[src/rtl/jtdd_snd_pkg.sv]
// Shared definitions for the sound mixer.
//   state_t      : mixer sequencer states
//   MGAIN_UNITY  : master gain of 1.0 in 4.4 format
//   MGAIN_MIN    : lowest master gain the limiter may reach (0.5)
//   FRAC_W       : fraction bits of every 4.4 gain value
package jtdd_snd_pkg;

  typedef enum logic [1:0] {
    ST_IDLE  = 2'd0,
    ST_ACC   = 2'd1,
    ST_SCALE = 2'd2,
    ST_OUT   = 2'd3
  } state_t;

  localparam logic [7:0] MGAIN_UNITY = 8'h10;
  localparam logic [7:0] MGAIN_MIN   = 8'h08;
  localparam int         FRAC_W      = 4;

endpackage

[src/rtl/jtdd_snd_sat.sv]
// Signed saturation from WI bits down to WO bits (WI > WO).
//   din  : signed input value
//   dout : din clamped to the signed WO-bit range
//   sat  : high when clamping occurred
module jtdd_snd_sat #(
  parameter int WI = 36,
  parameter int WO = 16
) (
  input  logic signed [WI-1:0] din,
  output logic signed [WO-1:0] dout,
  output logic                 sat
);

  // The value fits when every bit above the output sign bit equals the sign.
  always_comb begin
    sat = (din[WI-1:WO-1] != {(WI-WO+1){din[WI-1]}});
    if (sat) begin
      dout = din[WI-1] ? {1'b1, {(WO-1){1'b0}}} : {1'b0, {(WO-1){1'b1}}};
    end else begin
      dout = din[WO-1:0];
    end
  end

endmodule

[src/rtl/jtdd_snd_mix.sv]
// Multi-channel sound mixer with per-channel gain and an automatic
// master-gain limiter. One time-shared multiplier accumulates one channel
// per clock, then the sum is scaled by the master gain and saturated.
//   clk, rst : clock and synchronous active-high reset
//   cen      : request a new output sample (ignored while busy)
//   ch_snd   : packed signed channel samples, channel 0 in the LSBs
//   ch_gain  : packed unsigned 4.4 per-channel gains
//   ch_en    : per-channel enable
//   sound    : signed mixed sample
//   sample   : one-cycle pulse on each update of sound
//   busy     : high while a mix is in progress
//   clip     : sticky saturation flag
//   mgain    : current 4.4 master gain
module jtdd_snd_mix
  import jtdd_snd_pkg::*;
#(
  parameter int CH      = 2,
  parameter int WIN     = 16,
  parameter int WOUT    = 16,
  parameter int LIMIT   = 1,
  parameter int RECOVER = 256
) (
  input  logic                   clk,
  input  logic                   rst,
  input  logic                   cen,
  input  logic [CH*WIN-1:0]      ch_snd,
  input  logic [CH*8-1:0]        ch_gain,
  input  logic [CH-1:0]          ch_en,
  output logic signed [WOUT-1:0] sound,
  output logic                   sample,
  output logic                   busy,
  output logic                   clip,
  output logic [7:0]             mgain
);

  localparam int CHW   = $clog2(CH);
  localparam int WACC  = WIN + 9 + CHW;
  localparam int WPROD = WACC + 9;
  localparam int SHIFT = 2 * FRAC_W;
  localparam int CNTW  = $clog2(RECOVER + 1);

  state_t                 state_reg, state_next;
  logic [CHW-1:0]         idx_reg;
  logic signed [WIN-1:0]  snd_reg  [CH];
  logic [7:0]             gain_reg [CH];
  logic signed [WIN-1:0]  in_snd   [CH];
  logic [7:0]             in_gain  [CH];
  logic signed [WACC-1:0] acc_reg;
  logic signed [WOUT-1:0] sound_reg;
  logic                   sample_reg;
  logic                   clip_reg;
  logic [7:0]             mgain_reg;
  logic [CNTW-1:0]        cnt_reg;

  logic                   take;
  logic                   last_ch;
  logic signed [WIN-1:0]  cur_snd;
  logic [7:0]             cur_gain;
  logic signed [WIN+8:0]  ch_prod;
  logic signed [WACC-1:0] ch_term;
  logic signed [WPROD-1:0] scaled;
  logic signed [WPROD-1:0] shifted;
  logic signed [WOUT-1:0] sat_out;
  logic                   sat_hit;

  // Disabled channels are captured with a zero gain so they add nothing.
  genvar gi;
  generate
    for (gi = 0; gi < CH; gi++) begin : g_unpack
      assign in_snd[gi]  = ch_snd[gi*WIN +: WIN];
      assign in_gain[gi] = ch_en[gi] ? ch_gain[gi*8 +: 8] : 8'h00;
    end
  endgenerate

  assign take    = (state_reg == ST_IDLE) && cen;
  assign last_ch = (idx_reg == CHW'(CH-1));

  // Shared channel multiplier: signed sample x unsigned gain.
  assign cur_snd  = snd_reg[idx_reg];
  assign cur_gain = gain_reg[idx_reg];
  assign ch_prod  = $signed({{9{cur_snd[WIN-1]}}, cur_snd}) *
                    $signed({{(WIN+1){1'b0}}, cur_gain});
  assign ch_term  = {{CHW{ch_prod[WIN+8]}}, ch_prod};

  // Master gain scaling; the shift drops both 4.4 fractions.
  assign scaled  = $signed({{9{acc_reg[WACC-1]}}, acc_reg}) *
                   $signed({{(WACC+1){1'b0}}, mgain_reg});
  assign shifted = scaled >>> SHIFT;

  jtdd_snd_sat #(
    .WI (WPROD),
    .WO (WOUT)
  ) u_sat (
    .din  (shifted),
    .dout (sat_out),
    .sat  (sat_hit)
  );

  // State register
  always_ff @(posedge clk) begin
    if (rst) state_reg <= ST_IDLE;
    else     state_reg <= state_next;
  end

  // Next-state logic
  always_comb begin
    state_next = state_reg;
    case (state_reg)
      ST_IDLE:  if (cen) state_next = ST_ACC;
      ST_ACC:   if (last_ch) state_next = ST_SCALE;
      ST_SCALE: state_next = ST_OUT;
      ST_OUT:   state_next = ST_IDLE;
      default:  state_next = ST_IDLE;
    endcase
  end

  // FSM outputs
  always_comb begin
    busy = (state_reg != ST_IDLE);
  end

  // Snapshot registers need no reset: they are always loaded before use.
  always_ff @(posedge clk) begin
    if (take) begin
      for (int i = 0; i < CH; i++) begin
        snd_reg[i]  <= in_snd[i];
        gain_reg[i] <= in_gain[i];
      end
    end
  end

  // Datapath, output registers and limiter
  always_ff @(posedge clk) begin
    if (rst) begin
      idx_reg    <= '0;
      acc_reg    <= '0;
      sound_reg  <= '0;
      sample_reg <= 1'b0;
      clip_reg   <= 1'b0;
      mgain_reg  <= MGAIN_UNITY;
      cnt_reg    <= '0;
    end else begin
      sample_reg <= 1'b0;
      case (state_reg)
        ST_IDLE: begin
          if (cen) begin
            acc_reg <= '0;
            idx_reg <= '0;
          end
        end
        ST_ACC: begin
          acc_reg <= acc_reg + ch_term;
          idx_reg <= idx_reg + CHW'(1);
        end
        ST_SCALE: begin
          // sound and sample land together, so sample is high in ST_OUT
          sound_reg  <= sat_out;
          sample_reg <= 1'b1;
          if (sat_hit) clip_reg <= 1'b1;
          // The gain change is registered here, after it was used above,
          // so it only affects the following sample.
          if (LIMIT != 0) begin
            if (sat_hit) begin
              cnt_reg <= '0;
              if (mgain_reg > MGAIN_MIN) mgain_reg <= mgain_reg - 8'd1;
            end else if (cnt_reg == CNTW'(RECOVER-1)) begin
              cnt_reg <= '0;
              if (mgain_reg < MGAIN_UNITY) mgain_reg <= mgain_reg + 8'd1;
            end else begin
              cnt_reg <= cnt_reg + CNTW'(1);
            end
          end
        end
        default: ;
      endcase
    end
  end

  assign sound  = sound_reg;
  assign sample = sample_reg;
  assign clip   = clip_reg;
  assign mgain  = mgain_reg;

endmodule

[config.mk]
export PLATFORM = sky130hd
export DESIGN_NAME = jtdd_snd_mix
export DESIGN_NICKNAME = d
export VERILOG_FILES = /design/src/rtl/jtdd_snd_pkg.sv /design/src/rtl/jtdd_snd_sat.sv /design/src/rtl/jtdd_snd_mix.sv
export SDC_FILE = /design/constraint.sdc
export NUM_CORES = 1
export LEC_CHECK = 0
export BUFFER_PORTS_ARGS = -buffer_cell sky130_fd_sc_hd__clkbuf_2
export CORE_MARGIN = 3
export CORE_UTILIZATION = 50
export DETAILED_ROUTE_END_ITERATION = 8
export GPL_TIMING_DRIVEN = 0
export PLACE_DENSITY = 0.72
export SLEW_MARGIN = 20
export SYNTH_ARGS = -nofsm -noshare
export SYNTH_HDL_FRONTEND = slang
export SYNTH_HIERARCHICAL = 1
export SYNTH_SLANG_ARGS = --single-unit
[constraint.sdc]
create_clock -name clk -period 10 [get_ports clk]
set_clock_uncertainty 0.05 [all_clocks]
set_input_delay 2 -clock clk [delete_from_list [all_inputs] [get_ports clk]]
set_output_delay 2 -clock clk [all_outputs]
set_load 0.01 [all_outputs]
# --- Word level (Yosys, flattened, before mapping) ---
# Memory sizes are Yosys's and may differ from the RTL's. A register that Yosys moved wholly into a read port is not among the register bits.
# Index checks and enable logic that the tools add are counted.
classes:
  n_lt_le_gt_ge: 2
  bitwise: 0
  div_mod_pow: 0
  addsub: 5
  mul: 2
  shift: 0
  n_eq_ne: 8
  mux: 24
  reduce_logical: 10
op_table:
  columns: ["op", "n"]
  rows:
  - ["26-bit case mux with 2 select lines", 1]
  - ["8-bit 2-to-1 mux", 6]
  - ["26-bit by 9-bit multiplier with 35-bit output", 1]
  - ["16-bit 2-to-1 mux", 2]
  - ["26-bit by 25-bit adder with 26-bit output", 1]
  - ["26-bit 2-to-1 mux", 1]
  - ["16-bit by 9-bit multiplier with 25-bit output", 1]
  - ["9-bit 2-to-1 mux", 2]
  - ["11-bit != test", 1]
  - ["9-bit by 1-bit adder with 9-bit output (second input constant)", 1]
  - ["9-bit by 8-bit equality test with 1-bit output (second input constant)", 1]
  - ["8-bit by 1-bit adder with 8-bit output (second input constant)", 1]
  - ["8-bit by 4-bit > comparator with 1-bit output (second input constant)", 1]
  - ["8-bit by 5-bit < comparator with 1-bit output (second input constant)", 1]
  - ["1-bit 2-to-1 mux", 8]
  - ["2-bit case mux with 4 select lines", 1]
  - ["2-bit nonzero test", 4]
  - ["8-bit by 1-bit subtractor with 8-bit output (second input constant)", 1]
  - ["2-bit AND reduction", 3]
  - ["2-bit equality test (second input constant)", 2]
  - ["2-bit 2-to-1 mux", 2]
  - ["2-bit != test (second input constant)", 2]
  - ["4-bit AND reduction", 1]
  - ["2-bit by 1-bit equality test with 1-bit output (second input constant)", 1]
  - ["other kinds (5)", 5]
word_totals:
  in_bits: 53
  word_cells: 61
  out_inout_bits: 27
  latch_bits: 0
  register_bits: 64
  mem_bits_rw: 48
  mem_bits_ro: 0
  mem_count: 2
memory_table:
  columns: ["memory", "words", "word_bits", "rd", "rd_clocked_by_memory_dff", "write_ports", "line_no", "source"]
  rows:
  - ["snd_reg", 2, 16, 1, 1, 2, "jtdd_snd_mix.sv:44", "logic signed [WIN-1:0] snd_reg [CH];"]
  - ["gain_reg", 2, 8, 1, 1, 2, "jtdd_snd_mix.sv:45", "logic [7:0] gain_reg [CH];"]

# --- Longest topological paths before layout ---
depth:
  word_depth: 5
  mapped_depth: 36
  depth_no_buf: 32

# --- By module ---
# Netlist, hierarchy kept.
by_module_without_submodules:
  columns: ["mod", "area_per_inst_um2", "instances", "cells_each"]
  rows:
  - ["jtdd_snd_mix", 17147.7, 1, 1882]
  - ["jtdd_snd_sat", 366.6, 1, 52]

# --- Worst setup path before layout ---
# OpenSTA, ideal clock, no wires.
synth_path:
  kind: "register to register"
  start: "register mgain_reg[2], in the netlist mgain[2]"
  end: "register mgain_reg[7], in the netlist mgain[7]"
  setup_slack_ns: 1.711
  arrival_ns: 8.169
  setup_time_ns: 0.071
  t_required_ns: 9.879
  path_stages_with_launch: 36
  path_buffers: 5
  path_cell_list: "dfxtp_1 clkbuf_1 clkbuf_1 nand2_1 fa_1 inv_1 fa_1 inv_1 fa_1 inv_1 fa_1 ha_1 clkbuf_1 and3_1 and3_1 nand4_1 a31oi_1 a21oi_1 nand2_1 o31ai_1 xnor2_1 buf_6 nand3_1 or3_1 a22oi_4 buf_12 inv_1 ha_1 a21o_1 a21oi_2 nor2b_1 o21a_1 o41ai_2 xnor2_1 or3_1 a21oi_1"
synth_via:
  elab_chain_len: 4
  elab_cells_between_ends: 14
  classes_between: "add/sub (2); mul (1); order compare (2); eq/ne (2); mux (4); reduce/logical (3)"
synth_lines:
  columns: ["element", "line_no", "source"]
  rows:
  - ["start, declared", "jtdd_snd_mix.sv:52", "logic [7:0] mgain_reg;"]
  - ["start signal, assigned", "jtdd_snd_mix.sv:165", "if (mgain_reg > MGAIN_MIN) mgain_reg <= mgain_reg - 8'd1;"]
  - ["start signal, assigned", "jtdd_snd_mix.sv:168", "if (mgain_reg < MGAIN_UNITY) mgain_reg <= mgain_reg + 8'd1;"]
  - ["26-bit by 9-bit multiplier with 35-bit output (*)", "jtdd_snd_mix.sv:86", "assign scaled = $signed({{9{acc_reg[WACC-1]}}, acc_reg}) *"]
  - ["via scaled[34]", "jtdd_snd_mix.sv:61", "logic signed [WPROD-1:0] scaled;"]
  - ["11-bit != test (*)", "jtdd_snd_sat.sv:16", "sat = (din[WI-1:WO-1] != {(WI-WO+1){din[WI-1]}});"]
  - ["via sat_hit", "jtdd_snd_mix.sv:64", "logic sat_hit;"]
  - ["2-bit by 1-bit != test with 1-bit output (no line) or 2-bit nonzero test (tied branches)", null, null]
  - ["4-bit AND reduction (no line)", null, null]
# The timed path passes the listed nets; every way through them passes the cells marked *. The select of a mux whose other input is x is not followed.
# A chain may end at the register's enable or synchronous reset.

# --- Worst setup path after layout ---
layout_path:
  start: "register mgain_reg[3], in the netlist mgain[3]"
  end: "register mgain_reg[7], in the netlist mgain[7]"
layout_via:
  elab_chain_len: 4
  elab_cells_between_ends: 14
  classes_between: "add/sub (2); mul (1); order compare (2); eq/ne (2); mux (4); reduce/logical (3)"
layout_lines:
  columns: ["element", "line_no"]
  rows:
  - ["26-bit by 9-bit multiplier with 35-bit output (*)", "jtdd_snd_mix.sv:86"]
  - ["11-bit != test (*)", "jtdd_snd_sat.sv:16"]
  - ["via sat_hit", "jtdd_snd_mix.sv:64"]
  - ["2-bit by 1-bit != test with 1-bit output (no line) or 2-bit nonzero test (tied branches)", null]
  - ["4-bit AND reduction (no line)", null]
# Marked as above.

==> flow_metrics.env <==
export IMPL_grt_overflow=0
export IMPL_synth_avg_cell_area_um2=9.06
export IMPL_cts_buffers=17
export IMPL_gp_congestion=0.924
export IMPL_place_ws_ps=242
export IMPL_finalSetupViolCount=0
export IMPL_path_class="reg -> reg"
export IMPL_fin_cells=2495
export IMPL_initial_utilization_pct=51.5
export IMPL_routed_wl_um=38300
export IMPL_syn_inst=1934
export IMPL_endpoint_kind="register"
export IMPL_arrival_ps=9690
export IMPL_cpPeakStageDelay_ps=550
export IMPL_route_detailed_drc=0
export IMPL_rr_endpoint="mgain[7]$_SDFFE_PP0P_"
export IMPL_port_buffers=78
export IMPL_fin_crit_ps=9380
export IMPL_min_from="cnt_reg[8]$_SDFFE_PP0P_"
export IMPL_tritoncts="done"
export IMPL_regToRegSetupSlack_ps=620
export IMPL_cts_sinks=113
export IMPL_finalWorstSetupSlack_ps=620
export IMPL_fin_nets=2508
export IMPL_clock_latency_ps=440
export IMPL_max_freq_mhz=107
export IMPL_synth_async_sr_flop_share_pct=0
export IMPL_syn_area_um2=17500
export IMPL_largest_reg_flops=32
export IMPL_min_path_type="reg -> reg"
export IMPL_cpMostUsedCell="fa_1"
export IMPL_drt_iter0_drc=848
export IMPL_cts_root_buffer_cell="clkbuf_16"
export IMPL_dieArea_um2=37300
export IMPL_grt_max_degree=31
export IMPL_antenna_found_initial=0
export IMPL_grt_pass1_vias=13084
export IMPL_rows=67
export IMPL_tightest_slew_ps=837
export IMPL_grt_first_pass_wirelength_um=62900
export IMPL_placed_cells=2461
export IMPL_tns_ps=0
export IMPL_cp_max_fo=12
export IMPL_synth_nets=2408
export IMPL_r2r_start="mgain[3]$_SDFFE_PP0P_"
export IMPL_globalRouteTotalUtil_pct=21.2
export IMPL_synthDistinctLibCells=78
export IMPL_die_x_um=193
export IMPL_wl_per_cell_um=15.4
export IMPL_fp_coreArea_um2=34000
export IMPL_cts_hold_buf=0
export IMPL_vias_per_cell=5.29
export IMPL_cpMaxStageDelayCell="fa_1"
export IMPL_drv_slew=0
export IMPL_yosysSeqAreaShare_pct=15.7
export IMPL_h_tree_depth=4
export IMPL_maxCapViolations=0
export IMPL_synth_seq_cells=113
export IMPL_yosysWarnings=6
export IMPL_ant_nets=0
export IMPL_synth_edff_count=48
export IMPL_ys_dominant_reg_cell="dfxtp_1"
export IMPL_hpwl_um=32300
export IMPL_status="finished clean"
export IMPL_area_delta_synth_final_pct=9.08
export IMPL_die_y_um=193
export IMPL_rr_worst_depth=33
export IMPL_dr_total_vias=13207
export IMPL_rsz0062_at_grt="no"
export IMPL_clockBufferDepth=2
export IMPL_num_antenna_cells=0
export IMPL_timing_final_crit_share_pct=93.8
export IMPL_drive_gt1_share_pct=7.96
export IMPL_hold_path_depth=2
export IMPL_path_clk_slew_ps=60
export IMPL_hold_end="cnt_reg[8]$_SDFFE_PP0P_"
export IMPL_crit_required_ps=10310
export IMPL_hold_viol=0
export IMPL_startpoint_type="register"
export IMPL_first_pass_iters=5
export IMPL_relSlewSlack_pct=42.6
export IMPL_io_pins=80
==> cells in the mapped netlist, drive strengths merged (22+ instances only) <==
cell type    n  area, um^2
clkbuf      68         255
a21o        22         165
nor2       165         619
dfxtp       65        1300
nand2      178         668
o21ai       38         198
a21oi       57         293
ha         134        1680
mux2i       62         621
inv        404        1520
fa         287        5750
xnor2       44         385
and2       146         913
edfxtp      48        1440
==> how the worst max path moves through the flow <==
stage	startpoint	to	slack, ps
2_1_floorplan	mgain[2]$_SDFFE_PP0P_	mgain[7]$_SDFFE_PP0P_	1710
3_3_place_gp	mgain[2]$_SDFFE_PP0P_	mgain[7]$_SDFFE_PP0P_	400
3_5_place_dp	mgain[2]$_SDFFE_PP0P_	mgain[7]$_SDFFE_PP0P_	240
4_1_cts	mgain[2]$_SDFFE_PP0P_	mgain[7]$_SDFFE_PP0P_	220
5_1_grt	mgain[3]$_SDFFE_PP0P_	mgain[7]$_SDFFE_PP0P_	20
6_report	mgain[3]$_SDFFE_PP0P_	mgain[7]$_SDFFE_PP0P_	620
==> stage by stage <==
step	cell area (um^2)	hold WS, ps	util, %
global placement	18500	388	54.3
CTS	19100	406	56.0
floorplan	17500	378	-
detailed placement	18500	393	54.3
finish	19100	404	56.1
global route	19100	420	56.1
==> worst max-delay path: cells and delay by family, from the launching register on <==
kind | cells | cell delay (ps)
AOI/OAI and AO/OA | 12 | 3160
xor gates and xnor gates | 2 | 410
adders and majority gates | 6 | 2630
buffers and inverters | 7 | 1560
DFF | 1 | 360
and+or+nand+nor | 6 | 1130
==> logic make-up (layout without fill, tap and decap cells) <==
group | Yosys count | after routing | share of synthesized area [%]
simple gates | 578 | 578 | 15.8
mux | 81 | 81 | 4.77
fa+ha+maj | 421 | 421 | 42.4
xor+xnor | 62 | 63 | 3.10
buf+inv | 482 | 594 | 10.6
flops | 113 | 113 | 15.7
compound gates | 197 | 197 | 7.74
==> per-layer routing <==
metal	GRT usage, %	wire length (um)
met3	3.24	1960
met4	6.90	957
met1	29.2	16800
met5	0	0
met2	34.5	18700
==> layout by cell type, fill, tap and decap left out, drive strengths merged, types with 8 or more instances in the layout <==
cell	count
nand2	178
nor2b	11
mux2i	62
xnor2	45
xor2	18
edfxtp	48
buf	12
nand3	10
inv	409
fa	287
a21oi	57
nand2b	12
clkbuf	163
ha	134
nor3	14
and2	146
a22oi	9
nand4	14
o21ai	38
a21o	22
dfxtp	65
nor2	165
mux2	19
o211ai	8
a211oi	9
==> cell type report <==
cell class	instances	area (um^2)
sequential	113	2740
inverter	404	1520
tap	448	561
fill	3118	14900
buffer	78	340
clock buffer	17	425
multi-input combinational	1340	12900
timing repair buffer	80	418
clock inverter	15	158
==> repair_timing <==
action                     in CTS  in global routing
resized for setup               0                  8
buffers inserted                0                  1
setup endpoints to repair       0                  2
Power is left out: the tool's default activity adds up to more than one toggle a clock period on the data nets, which glitch-free logic cannot reach.
